`src/rtl/seg7_pkg.sv`:
```
// Shared segment codes, anode level and width helper for the seven-segment scan driver.
package seg7_pkg;

  // Active-low cathode patterns {g,f,e,d,c,b,a}
  localparam logic [6:0] SEG_0    = 7'h40;
  localparam logic [6:0] SEG_1    = 7'h79;
  localparam logic [6:0] SEG_2    = 7'h24;
  localparam logic [6:0] SEG_3    = 7'h30;
  localparam logic [6:0] SEG_4    = 7'h19;
  localparam logic [6:0] SEG_5    = 7'h12;
  localparam logic [6:0] SEG_6    = 7'h02;
  localparam logic [6:0] SEG_7    = 7'h78;
  localparam logic [6:0] SEG_8    = 7'h00;
  localparam logic [6:0] SEG_9    = 7'h10;
  localparam logic [6:0] SEG_DASH = 7'h3F;
  localparam logic [6:0] SEG_OFF  = 7'h7F;

  localparam logic AN_OFF = 1'b1;

  // Minimum 1 bit so single-entry counters still have a register
  function automatic int unsigned clog2(input int unsigned n);
    int unsigned w;
    w = 1;
    while (w < 32 && (64'd1 << w) < 64'(n)) w++;
    return w;
  endfunction

endpackage

```
`src/rtl/bcd_to_seg7.sv`:
```
// Combinational BCD nibble to active-low seven-segment decoder; non-BCD nibbles show a dash.
module bcd_to_seg7
  import seg7_pkg::*;
(
  input  logic [3:0] nibble,
  output logic [6:0] seg_c
);

  always_comb begin
    seg_c = SEG_DASH;
    case (nibble)
      4'd0:    seg_c = SEG_0;
      4'd1:    seg_c = SEG_1;
      4'd2:    seg_c = SEG_2;
      4'd3:    seg_c = SEG_3;
      4'd4:    seg_c = SEG_4;
      4'd5:    seg_c = SEG_5;
      4'd6:    seg_c = SEG_6;
      4'd7:    seg_c = SEG_7;
      4'd8:    seg_c = SEG_8;
      4'd9:    seg_c = SEG_9;
      default: seg_c = SEG_DASH;
    endcase
  end

endmodule

```
`src/rtl/seg7_scan_driver.sv`:
```
// Multiplexed common-anode seven-segment driver with shadowed BCD/dp inputs and frame pulse.
// Optional leading-zero blanking when SEG7_LEADING_ZERO_BLANK_EN is defined.
module seg7_scan_driver
  import seg7_pkg::*;
#(
  parameter int unsigned DIGITS       = 4,
  parameter int unsigned REFRESH_DIV  = 100000,
  parameter int unsigned BLANK_CYCLES = 2
) (
  input  logic                  clk,
  input  logic                  rst,
  input  logic [4*DIGITS-1:0]   bcd_in,
  input  logic                  load,
  input  logic [DIGITS-1:0]     dp_in,
  output logic [DIGITS-1:0]     an,
  output logic [6:0]            seg,
  output logic                  dp,
  output logic                  frame_done
);

  localparam int unsigned PRESC_W = clog2(REFRESH_DIV);
  localparam int unsigned IDX_W   = clog2(DIGITS);
  localparam int unsigned BCD_W   = 4 * DIGITS;

  localparam logic [PRESC_W-1:0] PRESC_LAST = PRESC_W'(REFRESH_DIV - 1);
  localparam logic [PRESC_W-1:0] BLANK_END  = PRESC_W'(BLANK_CYCLES);
  localparam logic [IDX_W-1:0]   IDX_LAST   = IDX_W'(DIGITS - 1);

  logic [PRESC_W-1:0] presc_q, presc_d;
  logic [IDX_W-1:0]   idx_q, idx_d;
  logic [BCD_W-1:0]   shadow_bcd_q, shadow_bcd_d;
  logic [DIGITS-1:0]  shadow_dp_q, shadow_dp_d;
  logic [DIGITS-1:0]  an_q, an_d;
  logic [6:0]         seg_q, seg_d;
  logic               dp_q, dp_d;
  logic               frame_done_q, frame_done_d;

  logic [3:0]         nibble_c;
  logic [6:0]         dec_seg_c;
  logic               lz_blank_c;
  logic               slot_end_c;
  logic               drive_c;

  assign nibble_c = shadow_bcd_q[{idx_q, 2'b00} +: 4];

  bcd_to_seg7 u_dec (
    .nibble (nibble_c),
    .seg_c  (dec_seg_c)
  );

  // A digit above 0 is blank when it and every more significant nibble are zero
`ifdef SEG7_LEADING_ZERO_BLANK_EN
  assign lz_blank_c = (idx_q != '0) && ((shadow_bcd_q >> {idx_q, 2'b00}) == '0);
`else
  assign lz_blank_c = 1'b0;
`endif

  // Outputs are computed from the current counters/shadow and appear one cycle later
  always_comb begin
    slot_end_c   = (presc_q == PRESC_LAST);
    drive_c      = (presc_q >= BLANK_END);
    presc_d      = slot_end_c ? '0 : presc_q + PRESC_W'(1);
    idx_d        = idx_q;
    shadow_bcd_d = shadow_bcd_q;
    shadow_dp_d  = shadow_dp_q;
    an_d         = {DIGITS{AN_OFF}};
    seg_d        = SEG_OFF;
    dp_d         = 1'b1;
    frame_done_d = slot_end_c && (idx_q == IDX_LAST);

    if (slot_end_c) begin
      idx_d = (idx_q == IDX_LAST) ? '0 : idx_q + IDX_W'(1);
    end
    if (load) begin
      shadow_bcd_d = bcd_in;
      shadow_dp_d  = dp_in;
    end
    if (drive_c) begin
      an_d  = ~(DIGITS'(1) << idx_q);
      seg_d = lz_blank_c ? SEG_OFF : dec_seg_c;
      dp_d  = ~shadow_dp_q[idx_q];
    end
  end

  always_ff @(posedge clk or negedge rst) begin
    if (!rst) begin
      presc_q      <= '0;
      idx_q        <= '0;
      shadow_bcd_q <= '0;
      shadow_dp_q  <= '0;
      an_q         <= {DIGITS{AN_OFF}};
      seg_q        <= SEG_OFF;
      dp_q         <= 1'b1;
      frame_done_q <= 1'b0;
    end else begin
      presc_q      <= presc_d;
      idx_q        <= idx_d;
      shadow_bcd_q <= shadow_bcd_d;
      shadow_dp_q  <= shadow_dp_d;
      an_q         <= an_d;
      seg_q        <= seg_d;
      dp_q         <= dp_d;
      frame_done_q <= frame_done_d;
    end
  end

  assign an         = an_q;
  assign seg        = seg_q;
  assign dp         = dp_q;
  assign frame_done = frame_done_q;

endmodule

```
`config.mk`:
```
export PLATFORM = sky130hd
export DESIGN_NAME = seg7_scan_driver
export DESIGN_NICKNAME = d
export VERILOG_FILES = /design/src/rtl/seg7_pkg.sv /design/src/rtl/bcd_to_seg7.sv /design/src/rtl/seg7_scan_driver.sv
export SDC_FILE = /design/constraint.sdc
export NUM_CORES = 1
export LEC_CHECK = 0
export ABC_CLOCK_PERIOD_IN_PS = 4500
export CORE_ASPECT_RATIO = 0.9
export CORE_MARGIN = 4
export CORE_UTILIZATION = 40
export CTS_CLUSTER_SIZE = 12
export DETAILED_ROUTE_END_ITERATION = 10
export MAX_ROUTING_LAYER = met4
export PLACE_DENSITY = 0.73
export SYNTH_ARGS = -nofsm -noshare
export SYNTH_HDL_FRONTEND = slang
export SYNTH_SLANG_ARGS = --single-unit
```
`constraint.sdc`:
```
create_clock -name clk -period 4.5 [get_ports clk]
set_clock_uncertainty 0.15 [all_clocks]
set_input_delay 0.9 -clock clk [delete_from_list [all_inputs] [get_ports clk]]
set_output_delay 0.9 -clock clk [all_outputs]
set_load 0.02 [all_outputs]
```
==> impl_metrics.toml <==
[setup_path]
crit_buf_inv = 1
cp-start-kind = "flip-flop"
slowest_stage = "clkdlybuf4s50_1"
critPathKind = "flip-flop to primary output"
slowest_delay_ns = 0.59
cp_max_fo = 1
cp_cell_sequence = "clkdlybuf4s50_1"
cp.required_ns = 3.45
cp_top_family = "buffers and inverters"
setup.worst_path.end_class = "primary output"
crit_arrival_ns = 1.42

[power]
p_per_area_nw_per_um2 = 316.5
pwr-share-comb_pct = 14.0
p_int_uw = 688.1
total_leakage_power_nw = 1.237
ir_drop_v = 0.0001375
pwr-share-clk_pct = 30.0
p_sw_uw = 230.4
finalPower_uw = 918.5
p_sw_share_pct = 25.09
seqPwrFrac_pct = 56.0

[place]
place_inst = 290
io_buffers = 35
gp_congestion = 0.8082
hpwl_mm = 2.977
detailedPlace.worstSlack_ns = 1.862

[final_layout]
syn_to_final_growth_pct = 20.03
antennaDiodeCount = 0
final_util_pct = 50.39
drive_gt1_share_pct = 21.05
fin_cells = 298
fin_nets = 261

[clock_network]
clkLatencyLatePin_ns = 0.31
cts_root_buffer = "clkbuf_8"
h-tree-depth = 2
tritoncts = "yes"
cts_made_buffers = 5
cts_buffer_depth = 2
cts_hold_buf = 0
cts.sinks = 52
postCtsSetupBuffers = 0
cts.repair.resized = 0
clk_pin_slew_ns = 0.10

[global_route]
grt.total_usage_pct = 12.66
grt_max_degree = 53
grt_pass1_wl_mm = 7.189
grt_antenna_before_repair = 0
grt_pass1_vias = 1465
grt_overflow_total = 0

[run_status]
outcome = "complete, no violations"

[hold_path]
hold_class = "flip-flop to flip-flop"

[routing]
num_vias = 1520
routed_via_density = 5.101
drc = 0
drt_pass1_iterations = 4
drt_wl_total_mm = 4.065
final_antenna_net_count = 0
initialDrtViolationCount = 57
routedWlPerCell_um = 13.64

[timing]
finalCritPeriodShare_pct = 54.95
hold_violations = 0
tns_ns = 0
setup_ws_ns = 2.027
fmax_mhz = 404.4
setup_viol = 0
fin_crit_ns = 2.473
worstMarginPinSlew_ns = 1.086
finalMaxSlewViolations = 0
max-slew-margin-rel_pct = 27.58
grt_setup_unrepaired = "false"

[synthesis]
yosys.area.top_type = "dfrtp_1"
synthMuxAreaShare_pct = 15.63
synth.area.top_cells = "dfrtp_1, dfstp_2, mux2_2"
synthFlopType = "dfrtp_1"
synth_edf_count = 0
synth_nets = 226
ys_ff_latch = 52
yosysMostFrequentCell = "dfrtp_1"
synthArstFlopShare_pct = 100.0
synth_common_cells = "dfrtp_1, mux2_2, dfstp_2, nand2_1, nor2_1"
synth_simple_gate_area_share_pct = 12.47
synth_compound_area_share_pct = 3.986
synth_cell_types = 35
synth_xor_area_share_pct = 4.710
netlist.area_leader.share_pct = 41.41
synthCells = 192
synth_top_family_by_area = "multiplexers"
ys_seq_area_share_pct = 54.45
synth_warnings = 0
syn_area_um2 = 2417
synth_adder_area_share_pct = 5.694
syn_avg_cell_area_um2 = 12.59

[floorplan]
ios = 36
dieWidth_um = 89.95
start_util_pct = 41.98
core_um2 = 5758
die-area_um2 = 7353
fp.dieH_um = 81.75
fp-row-count = 26

[job]
cap_violations = 0
[metrics by stage]
stage / hold WS, ns / instance area [um^2]
final: 0.3625 / 2902
after global routing: 0.3855 / 2902
after CTS: 0.3673 / 2902
after detailed placement: 0.3417 / 2806
after global placement: 0.3332 / 2806
after floorplan: 0.3064 / 2417
[power by group through the flow]
stage / combinational (mW) / clock (mW) / sequential, mW
after floorplan: 0.0585 / 0 / 0.537
after global placement: 0.128 / 0 / 0.523
after detailed placement: 0.131 / 0 / 0.524
after CTS: 0.131 / 0.286 / 0.515
after global routing: 0.142 / 0.307 / 0.518
final: 0.128 / 0.276 / 0.515
[worst paths after layout]
path | to | slack [ns] | startpoint | depth (start not counted)
min reg2reg | shadow_dp_q[2] | 0.36 | shadow_dp_q[2] | 1
min in group asynchronous | presc_q[8] | 0.64 | rst | 1
max reg2reg | seg[0] | 2.22 | idx_q[0] | 5
min | shadow_dp_q[2] | 0.36 | shadow_dp_q[2] | 1
max in group asynchronous | presc_q[1] | 2.89 | rst | 1
max | an[2] | 2.03 | an[2] | 1
[placed cells by master, fill, tap and decap left out, drive strengths merged, types with 2 or more instances in the layout]
cell type / n
dfrtp: 40
clkdlybuf4s50: 34
mux2: 22
nand2: 12
nor2: 12
dfstp: 12
ha: 11
inv: 9
o21ai: 8
xnor2: 8
nor3: 7
nand4: 6
a21oi: 6
xor2: 5
clkbuf: 5
mux4: 5
nand3: 4
and4: 3
nor4: 2
or4: 2
or2b: 2
and3: 2
o31ai: 2
clkinv: 2
[cell type report]
type	count	area (um^2)
clock buffers	5	68.82
clock inverters	3	26.28
well taps	70	87.58
flip-flops and latches	52	1316
repair buffers	35	345.3
inverters	8	30.03
fillers	528	2856
multi-input cells	125	1027
[per-layer routing]
layer  up-vias  wire length [um]  track usage (%)
met5         -                 0                -
met1       738              2003            17.05
met3         7               178            2.656
li1        741                 -                -
met4         0                66            4.587
met2        34              1815            19.22
[cell families (layout without fill, tap and decap cells)]
family	after synthesis	after routing
mux	28	28
compound gates	17	17
simple gates	56	56
fa+ha+maj	11	11
xor+xnor	13	13
flops	52	52
buf+inv	15	51
[registers in the layout, summed over array words and instances, names as in the netlist]
register / flops
seg: 7
shadow_bcd_q: 16
presc_q: 17
shadow_dp_q: 4
frame_done: 1
dp: 1
an: 4
idx_q: 2
(Power assumes the default switching activity.)
